--- config.mk ---
export PLATFORM = sky130hd
export DESIGN_NAME = req_pend_arb_flat
export DESIGN_NICKNAME = d
export VERILOG_FILES = /design/src/rtl/req_pend_pkg.sv /design/src/rtl/req_pend_arb_if.sv /design/src/rtl/req_pend_arb_pick.sv /design/src/rtl/req_pend_arb.sv /design/src/flat_wrapper.sv
export SDC_FILE = /design/constraint.sdc
export NUM_CORES = 1
export LEC_CHECK = 0
export CAP_MARGIN = 20
export CELL_PAD_IN_SITES_DETAIL_PLACEMENT = 1
export CELL_PAD_IN_SITES_GLOBAL_PLACEMENT = 2
export CORE_AREA = 2 2 68 70
export CTS_CLUSTER_SIZE = 10
export DETAILED_ROUTE_END_ITERATION = 10
export DIE_AREA = 0 0 70 72
export PLACE_DENSITY_LB_ADDON = 0.12
export SYNTH_ARGS = -nofsm -noshare
export SYNTH_HDL_FRONTEND = slang
export SYNTH_SLANG_ARGS = --single-unit
export TNS_END_PERCENT = 10
--- constraint.sdc ---
create_clock -name clk -period 3.4 [get_ports clk]
set_clock_uncertainty 0.05 [all_clocks]
set_input_delay 0.68 -clock clk [delete_from_list [all_inputs] [get_ports clk]]
set_output_delay 0.68 -clock clk [all_outputs]
set_load 0.05 [all_outputs]
--- src/rtl/req_pend_pkg.sv ---
// Shared constants, types and helpers for the request-pending arbiter.
package req_pend_pkg;

  localparam int DEF_N     = 4;
  localparam int DEF_CNT_W = 3;

  // Pending counts of all sources at the default geometry
  typedef logic [DEF_N-1:0][DEF_CNT_W-1:0] cnt_vec_t;

  // Output register state: EMPTY has no grant on offer, HOLD presents one
  typedef enum logic {
    EMPTY = 1'b0,
    HOLD  = 1'b1
  } out_state_e;

  // Largest value a pending counter of width w can hold
  function automatic int cnt_max(input int w);
    return (1 << w) - 1;
  endfunction

endpackage

--- src/rtl/req_pend_arb_if.sv ---
// Grant handshake between the arbiter (master) and the stalling consumer (slave).
interface req_pend_arb_if #(
  parameter int N = 4
);

  localparam int OUT_W = $clog2(N);

  logic             gnt_valid_o;
  logic [OUT_W-1:0] gnt_id_o;
  logic             gnt_ready_i;

  modport master (
    output gnt_valid_o,
    output gnt_id_o,
    input  gnt_ready_i
  );

  modport slave (
    input  gnt_valid_o,
    input  gnt_id_o,
    output gnt_ready_i
  );

endinterface

--- src/rtl/req_pend_arb_pick.sv ---
// Highest-index-wins encoder over the pending bit vector.
module req_pick #(
  parameter int N     = 4,
  parameter int OUT_W = $clog2(N)
) (
  input  logic [N-1:0]     pend,
  output logic [OUT_W-1:0] id,
  output logic             any
);

  // Scan upward so the last set bit seen, the highest index, is kept
  always_comb begin
    id  = '0;
    any = |pend;
    for (int k = 0; k < N; k++) begin
      if (pend[k]) id = OUT_W'(k);
    end
  end

endmodule

--- src/rtl/req_pend_arb.sv ---
// Collects request pulses into saturating per-source counters and offers the
// highest pending source as a registered valid/ready grant.
module req_pend_arb
  import req_pend_pkg::*;
#(
  parameter int N     = DEF_N,
  parameter int CNT_W = DEF_CNT_W
) (
  input  logic          clk,
  input  logic          rst_n,
  input  logic          flush_i,
  input  logic [N-1:0]  req_i,
  input  logic          ovf_clr_i,
  output logic [N-1:0]  pend_o,
  output logic [N-1:0]  ovf_o,
  req_pend_arb_if.master gnt
);

  localparam int OUT_W = $clog2(N);
  localparam logic [CNT_W-1:0] CNT_MAX = CNT_W'(cnt_max(CNT_W));

  out_state_e       state;
  logic [OUT_W-1:0] id_q;
  logic [N-1:0]     pend;
  logic [OUT_W-1:0] pick;
  logic             any;
  logic             load;

  // Pick only looks at registered counts, so a request needs a cycle to be seen
  req_pick #(
    .N     (N),
    .OUT_W (OUT_W)
  ) u_pick (
    .pend (pend),
    .id   (pick),
    .any  (any)
  );

  assign load = any & ((state == EMPTY) | gnt.gnt_ready_i) & ~flush_i;

  for (genvar k = 0; k < N; k++) begin : g_src
    logic [CNT_W-1:0] cnt;
    logic             ovf;
    logic             inc;
    logic             dec;

    assign inc     = req_i[k];
    assign dec     = load & (pick == OUT_W'(k));
    assign pend[k] = (cnt != '0);
    assign ovf_o[k] = ovf;

    // Pending counter: a simultaneous request and grant cancel out, even when full
    always_ff @(posedge clk or negedge rst_n) begin
      if (!rst_n) begin
        cnt <= '0;
      end else if (flush_i) begin
        cnt <= '0;
      end else if (inc && !dec && cnt != CNT_MAX) begin
        cnt <= cnt + CNT_W'(1);
      end else if (dec && !inc) begin
        cnt <= cnt - CNT_W'(1);
      end
    end

    // Sticky overflow: a request dropped at saturation beats a same-cycle clear
    always_ff @(posedge clk or negedge rst_n) begin
      if (!rst_n) begin
        ovf <= 1'b0;
      end else if (!flush_i && inc && !dec && cnt == CNT_MAX) begin
        ovf <= 1'b1;
      end else if (ovf_clr_i) begin
        ovf <= 1'b0;
      end
    end
  end

  // Output register FSM: HOLD keeps the id stable until the consumer accepts it
  always_ff @(posedge clk or negedge rst_n) begin
    if (!rst_n) begin
      state <= EMPTY;
      id_q  <= '0;
    end else if (flush_i) begin
      state <= EMPTY;
    end else begin
      case (state)
        EMPTY: begin
          if (any) begin
            state <= HOLD;
            id_q  <= pick;
          end
        end
        HOLD: begin
          if (gnt.gnt_ready_i) begin
            if (any) id_q <= pick;
            else     state <= EMPTY;
          end
        end
        default: state <= EMPTY;
      endcase
    end
  end

  assign pend_o          = pend;
  assign gnt.gnt_valid_o = (state == HOLD);
  assign gnt.gnt_id_o    = id_q;

endmodule
--- src/flat_wrapper.sv ---
// flat-port wrapper written by rule: the top's interface ports become plain ports
module req_pend_arb_flat import req_pend_pkg::*;
#(
  parameter int N     = DEF_N,
  parameter int CNT_W = DEF_CNT_W
)
  (clk, rst_n, flush_i, req_i, ovf_clr_i, pend_o, ovf_o, gnt_gnt_valid_o, gnt_gnt_id_o, gnt_gnt_ready_i);
  req_pend_arb_if #(.N(N)) gnt_i ();
  input  logic clk;
  input  logic rst_n;
  input  logic flush_i;
  input  logic [N-1:0] req_i;
  input  logic ovf_clr_i;
  output logic [N-1:0] pend_o;
  output logic [N-1:0] ovf_o;
  output wire logic [$bits(gnt_i.gnt_valid_o)-1:0] gnt_gnt_valid_o;
  output wire logic [$bits(gnt_i.gnt_id_o)-1:0] gnt_gnt_id_o;
  input wire logic [$bits(gnt_i.gnt_ready_i)-1:0] gnt_gnt_ready_i;
  assign gnt_gnt_valid_o = gnt_i.gnt_valid_o;
  assign gnt_gnt_id_o = gnt_i.gnt_id_o;
  assign gnt_i.gnt_ready_i = gnt_gnt_ready_i;
  req_pend_arb #(.N(N), .CNT_W(CNT_W)) u_core (.clk(clk), .rst_n(rst_n), .flush_i(flush_i), .req_i(req_i), .ovf_clr_i(ovf_clr_i), .pend_o(pend_o), .ovf_o(ovf_o), .gnt(gnt_i));
endmodule
==> After elaboration in Yosys (flattened, before gate mapping) <==
Index checks and enable logic that the tools add are counted.
{ "word_totals": {"reg_bits": 19, "in_bits": 9, "output_inout_bits": 11, "elab_cells": 114} }
{ "op_classes": {"n_addsub": 8, "eq_ne": 12, "n_mux": 27, "bitwise_logic": 9, "n_reduce_logical": 48} }
{ "ops": {"columns": ["op", "n"], "rows": [
  ["$mux 3", 12],
  ["$logic_and 1x1->1", 24],
  ["$reduce_bool 3->1", 8],
  ["$add 3x1->3 const B", 4],
  ["$eq 3x3->1 const B", 4],
  ["$ne 3x3->1 const B", 4],
  ["$sub 3x1->3 const B", 4],
  ["$logic_not 1->1", 9],
  ["$mux 1", 9],
  ["$mux 2", 4],
  ["$reduce_bool 2->1", 4],
  ["$and 1x1->1", 6],
  ["$eq 2x2->1 const B", 2],
  ["$pmux 2 s2", 1],
  ["$reduce_or 4->1", 1],
  ["$eq 2x1->1 const B", 1],
  ["$logic_not 2->1", 1],
  ["$ne 2x2->1 const B", 1],
  ["$not 1->1", 2],
  ["$pmux 1 s2", 1],
  ["$reduce_and 2->1", 1],
  ["$or 1x1->1", 1]
]} }

==> Logic depth before layout (Yosys ltp) <==
Gate-level depths: netlist of run 1.
{ "logic_depth": {"depth_word": 11, "ltp_mapped": 12, "depth_no_buf": 12} }

==> By module <==
Synthesis of run 1 repeated with hierarchy kept, for this count alone.
{ "hier_totals": {"hier_cells": 141, "area_unflattened_um2": 1353.8} }
{ "by_module_without_submodules": {"columns": ["module", "n_inst", "cells_per_inst", "area_each_um2", "seq_area_each_um2"], "rows": [
  ["req_pend_arb", 1, 137, 1330.0, 475.5],
  ["req_pick", 1, 4, 23.8, 0.0]
]} }

==> Least setup slack after synthesis of run 1 <==
OpenSTA, ideal clock, no wires.
{ "synth_path": {"kind": "input port to flip-flop", "startpoint": "input port flush_i", "endpoint": "register u_core.g_src[3].cnt[2]", "setup_time_ns": 0.134, "t_arrival_ns": 2.687, "required_ns": 3.216, "slack_ns": 0.528, "path_stages": 12, "path_buffers": 1, "cell_sequence": "inv_1 clkbuf_1 nand2_1 or2_1 o2bb2ai_1 and2_1 fa_1 nand2b_1 nor4_1 o32ai_1 a21o_1 o211ai_1"} }
{ "synth_via": {"elab_chain_len": 8, "elab_cells_between_ends": 10, "cone_classes": "2 x mux; 3 x bitwise; 5 x reduce/logical"} }
{ "synth_rtl": {"columns": ["element", "line_no", "rtl"], "rows": [
  ["start: declaration", "flat_wrapper.sv:11", "input logic flush_i;"],
  ["$not 1->1 (no source line)", null, null],
  ["$and 1x1->1", "req_pend_arb.sv:39", "assign load = any & ((state == EMPTY) | gnt.gnt_ready_i) & ~flush_i;"],
  ["$and 1x1->1", "req_pend_arb.sv:48", "assign dec = load & (pick == OUT_W'(k));"],
  ["$logic_not 1->1", "req_pend_arb.sv:58", "end else if (inc && !dec && cnt != CNT_MAX) begin"],
  ["$logic_and 1x1->1 (2 in a row)", "req_pend_arb.sv:58", null],
  ["$mux 3", "req_pend_arb.sv:58", null],
  ["$mux 3", "req_pend_arb.sv:56", "end else if (flush_i) begin"],
  ["end signal: assignment", "req_pend_arb.sv:59", "cnt <= cnt + CNT_W'(1);"],
  ["end signal: assignment", "req_pend_arb.sv:61", "cnt <= cnt - CNT_W'(1);"],
  ["end: declaration", "req_pend_arb.sv:42", "logic [CNT_W-1:0] cnt;"]
]} }
Several ways; a longest one is shown, not always the timed one.
A chain may end at the register's enable or synchronous reset.

==> Worst setup path in the final report of run 1 <==
{ "layout_path": {"startpoint": "input port gnt_gnt_ready_i", "endpoint": "register u_core.g_src[3].cnt[2]"} }
{ "layout_via": {"elab_chain_len": 9, "elab_cells_between_ends": 11, "cone_classes": "2 x mux; 4 x bitwise; 5 x reduce/logical"} }
{ "layout_rtl": {"columns": ["element", "line_no", "rtl"], "rows": [
  ["start: declaration", "flat_wrapper.sv:18", "input wire logic [$bits(gnt_i.gnt_ready_i)-1:0] gnt_gnt_ready_i;"],
  ["$or 1x1->1 (*)", "req_pend_arb.sv:39", null],
  ["$and 1x1->1 (*) (2 in a row)", "req_pend_arb.sv:39", null],
  ["$and 1x1->1 (*)", "req_pend_arb.sv:48", null],
  ["$logic_not 1->1", "req_pend_arb.sv:58", null],
  ["$logic_and 1x1->1 (2 in a row)", "req_pend_arb.sv:58", null],
  ["$mux 3", "req_pend_arb.sv:58", null],
  ["$mux 3", "req_pend_arb.sv:56", null]
]} }
Mark *: on every way between the ends. The rest lies on a longest branch, timed or not.

==> impl_results.md, run 1 <==
* Cells after synthesis at 152
* DR WL/cell at 16.9 µm
* CTS clk-pin slew, worst paths at 80 ps
* CP arrival at 3180 ps
* Distinct cell type count after synthesis at 49
* Post-CTS setup buffers at 0
* Most common cell in the netlist: dfrtp_1
* Vias in the first global route at 1336
* Cell Count, Final, Fillers Out at 221
* CP max-delay cell: clkdlybuf4s50_1
* Placed cell count at 217
* Initial Util at 32.5%
* Clock latency at the later pin of the worst-skew pair at 260 ps
* Drt total wl at 3730 µm
* Crit end category: register
* Pre-antenna DRT Iters at 4
* Slowest stage delay, CP at 470 ps
* Most frequent CP cell: nand2b_1
* Ys async rst share at 100%
* Final hold violation count at 0
* Clock buffer count from CTS at 3
* Pleak at 0.686 nW
* Routed vias at 1217
* Critical Path Fanout Max at 6
* Highest Clock Rate at 323 MHz
* Pin count of the biggest net entering global routing at 20
* Power per standard cell area at 638 mW/mm²
* Std cell rows at 24
* GR Overflow Total at 0
* Most frequent cells after synthesis: dfrtp_1 (19), inv_1 (16), nand2_1 (11), nor2_1 (11)
* Avg Inst Size Synth at 9.13 µm²
* Critical path data required time at 3490 ps
* Total negative slack at 0 ps
* Setup WS pre-CTS at 62.5 ps
* Setup CP Type: in2reg
* Number of synthesized flops with an enable pin at 0
* Area contributors post-synth: dfrtp_1 (34%), fa_1 (5.8%), inv_1 (4.3%)
* Yosys warns at 0
* CTS sink cnt at 19
* Worst Setup Start Kind: input port
* Area grow syn2layout at 19.2%
* CTS tree: built
* DIE HEIGHT at 72 µm
* RSZ-0062 raised after global routing: false
* CORE AREA at 0.00426 mm²
* Critical path, cell by cell: clkdlybuf4s50_1, nand2b_1, nand2_1, or2_1, o2bb2ai_1, and2_1, fa_1, nand2b_1, nor4_1, o32ai_1, a21o_1, o211ai_1
* Max IR drop VDD at 0.000143 V
* I/O pin total at 20
* Remaining DRCs at 0
* CTS H-tree depth at 1
* DP HPWL at 2900 µm
* Prevailing post-synth register cell: dfrtp_1
* Dominant cell type by area after synthesis: dfrtp_1
* Slew at the pin with the worst max-slew slack at 982 ps
* DRT iter0 DRCs at 33
* # resized after CTS at 0
* First-pass GRT wire length at 6560 µm
* Number of synthesized register bits at 19
* Final worst-path cycle share at 91.0%
* Final #Nets at 183
* Ant. Diodes at 0
* Synthesized net count at 165
* Share of post-route cells with drive strength above 1 at 11.8%
* Status: complete, no violations
* DIE WIDTH at 70 µm
* Initial antenna violation count at 0
* Max-slew headroom at 34.3%
* Hold-fix buffers, CTS at 0
* Tightest Hold Check Type: reg2reg
* DIE AREA at 0.00504 mm²
* DR vias/cell at 5.51
* # setup viols final at 0
* Post-synthesis sequential area ratio at 34.3%
* Final Max Tran Viols at 0
* Reg2reg setup slack at 570 ps
* Root Driver: clkbuf_8
* Antenna Nets Post-Route at 0
* Synthesized area at 0.00139 mm²
* Clock Tree Buf Depth at 2
* Tmin final at 3090 ps
* Share of Yosys cell area claimed by the top area cell type at 34.3%
* Total track usage at 16.1%
* PortBufs at 19
* GPL Wtd Cong at 0.786
* Setup ws final at 307 ps
* Max-cap violations at 0
per-stage QoR:
stage	utilization [%]	power (mW)	cell area (µm²)	hold WS, ps
2_1_floorplan	-	0.737	1390	334
3_5_place_dp	37.7	0.899	1610	430
5_1_grt	38.8	1.14	1650	500
3_3_place_gp	37.7	0.884	1610	454
6_report	38.8	1.06	1650	451
4_1_cts	38.8	1.07	1650	448
state kept, by name (all words and copies together) (netlist names):
signal,cells
u_core.g_src.cnt,12
u_core.g_src.ovf,4
u_core.gnt.gnt_id_o,2
u_core.gnt.gnt_valid_o,1
critical path, delay by kind of cell:
kind,cells,cell delay (ps)
AND/OR/NAND/NOR,6,880
AO/OA/AOI/OAI,4,740
buffers and inverters,1,470
adder cells (fa/ha/maj),1,400
layer usage:
metal / track usage, % / up-vias / wire [µm]
met3: 1.81 / 6 / 128
li1: - / 573 / -
met5: 0 / - / 0
met4: 4.91 / 0 / 47
met1: 21.7 / 612 / 1810
met2: 27.5 / 26 / 1750
power by group:
group / leakage, nW / internal, mW / switching, mW / total, mW
clock network: 0.0228 / 0.0836 / 0.0829 / 0.166
registers: 0.248 / 0.269 / 0.0650 / 0.334
logic: 0.416 / 0.203 / 0.352 / 0.555
final timing paths:
path / depth (start not counted) / to / from
worst max-delay path: 12 / u_core.g_src[3].cnt[2]$_DFFE_PN0P_ / gnt_gnt_ready_i
worst min-delay path: 2 / u_core.gnt.gnt_id_o[1]$_DFFE_PN0P_ / u_core.gnt.gnt_id_o[1]$_DFFE_PN0P_
worst max register to register: 12 / u_core.g_src[3].cnt[2]$_DFFE_PN0P_ / u_core.g_src[0].cnt[0]$_DFFE_PN0P_
worst min register to register: 2 / u_core.gnt.gnt_id_o[1]$_DFFE_PN0P_ / u_core.gnt.gnt_id_o[1]$_DFFE_PN0P_
max in group asynchronous: 1 / u_core.g_src[1].ovf$_DFFE_PN0P_ / rst_n
min in group asynchronous: 1 / u_core.g_src[3].cnt[2]$_DFFE_PN0P_ / rst_n
cell type report:
cell class	instances	area (µm²)
Multi-Input combinational cell	106	788
Timing Repair Buffer	22	213
Sequential cell	19	475
Inverter	18	67.6
Fill cell	501	2610
Clock buffer	4	45.0
Tap cell	52	65.1
cell families (layout without fill, tap and decap cells):
family                   after synthesis  in the layout  share of synthesized area [%]
AND/OR/NAND/NOR                       60             60                           25.5
XOR/XNOR                               3              3                           1.89
flip-flops                            19             19                           34.3
AO/OA/AOI/OAI                         35             35                           20.3
buffers and inverters                 27             44                           8.93
multiplexers                           4              4                           3.34
adder cells (fa/ha/maj)                4              4                           5.77
cell usage in the layout, fill, tap and decap left out, types with 2 or more instances in the layout:
cell type and count:
clkdlybuf4s50_1 19, dfrtp_1 19, inv_1 16, nand2_1 11, nor2_1 11, nand3_1 5
o21ai_0 5, nor3_1 4, nor2b_1 4, and3_1 4, o32ai_1 4, fa_1 4
nor3_4 3, nor4_1 3, a21oi_1 3, o311a_1 3, xnor2_1 3, clkbuf_8 3
buf_4 3, inv_2 2, a21oi_2 2, nand2b_1 2, and2_1 2, a31oi_1 2
nand4_1 2, o31ai_1 2, mux2i_1 2, a211oi_1 2, nor3b_1 2, a221oi_1 2
(Power assumes the default switching activity.)
==> run 2: changes to the inputs <==
GPL_TIMING_DRIVEN = 1   (was default)
==> results of run 2 <==
The final DEF is identical to that of run 1; final timing and power are the same.
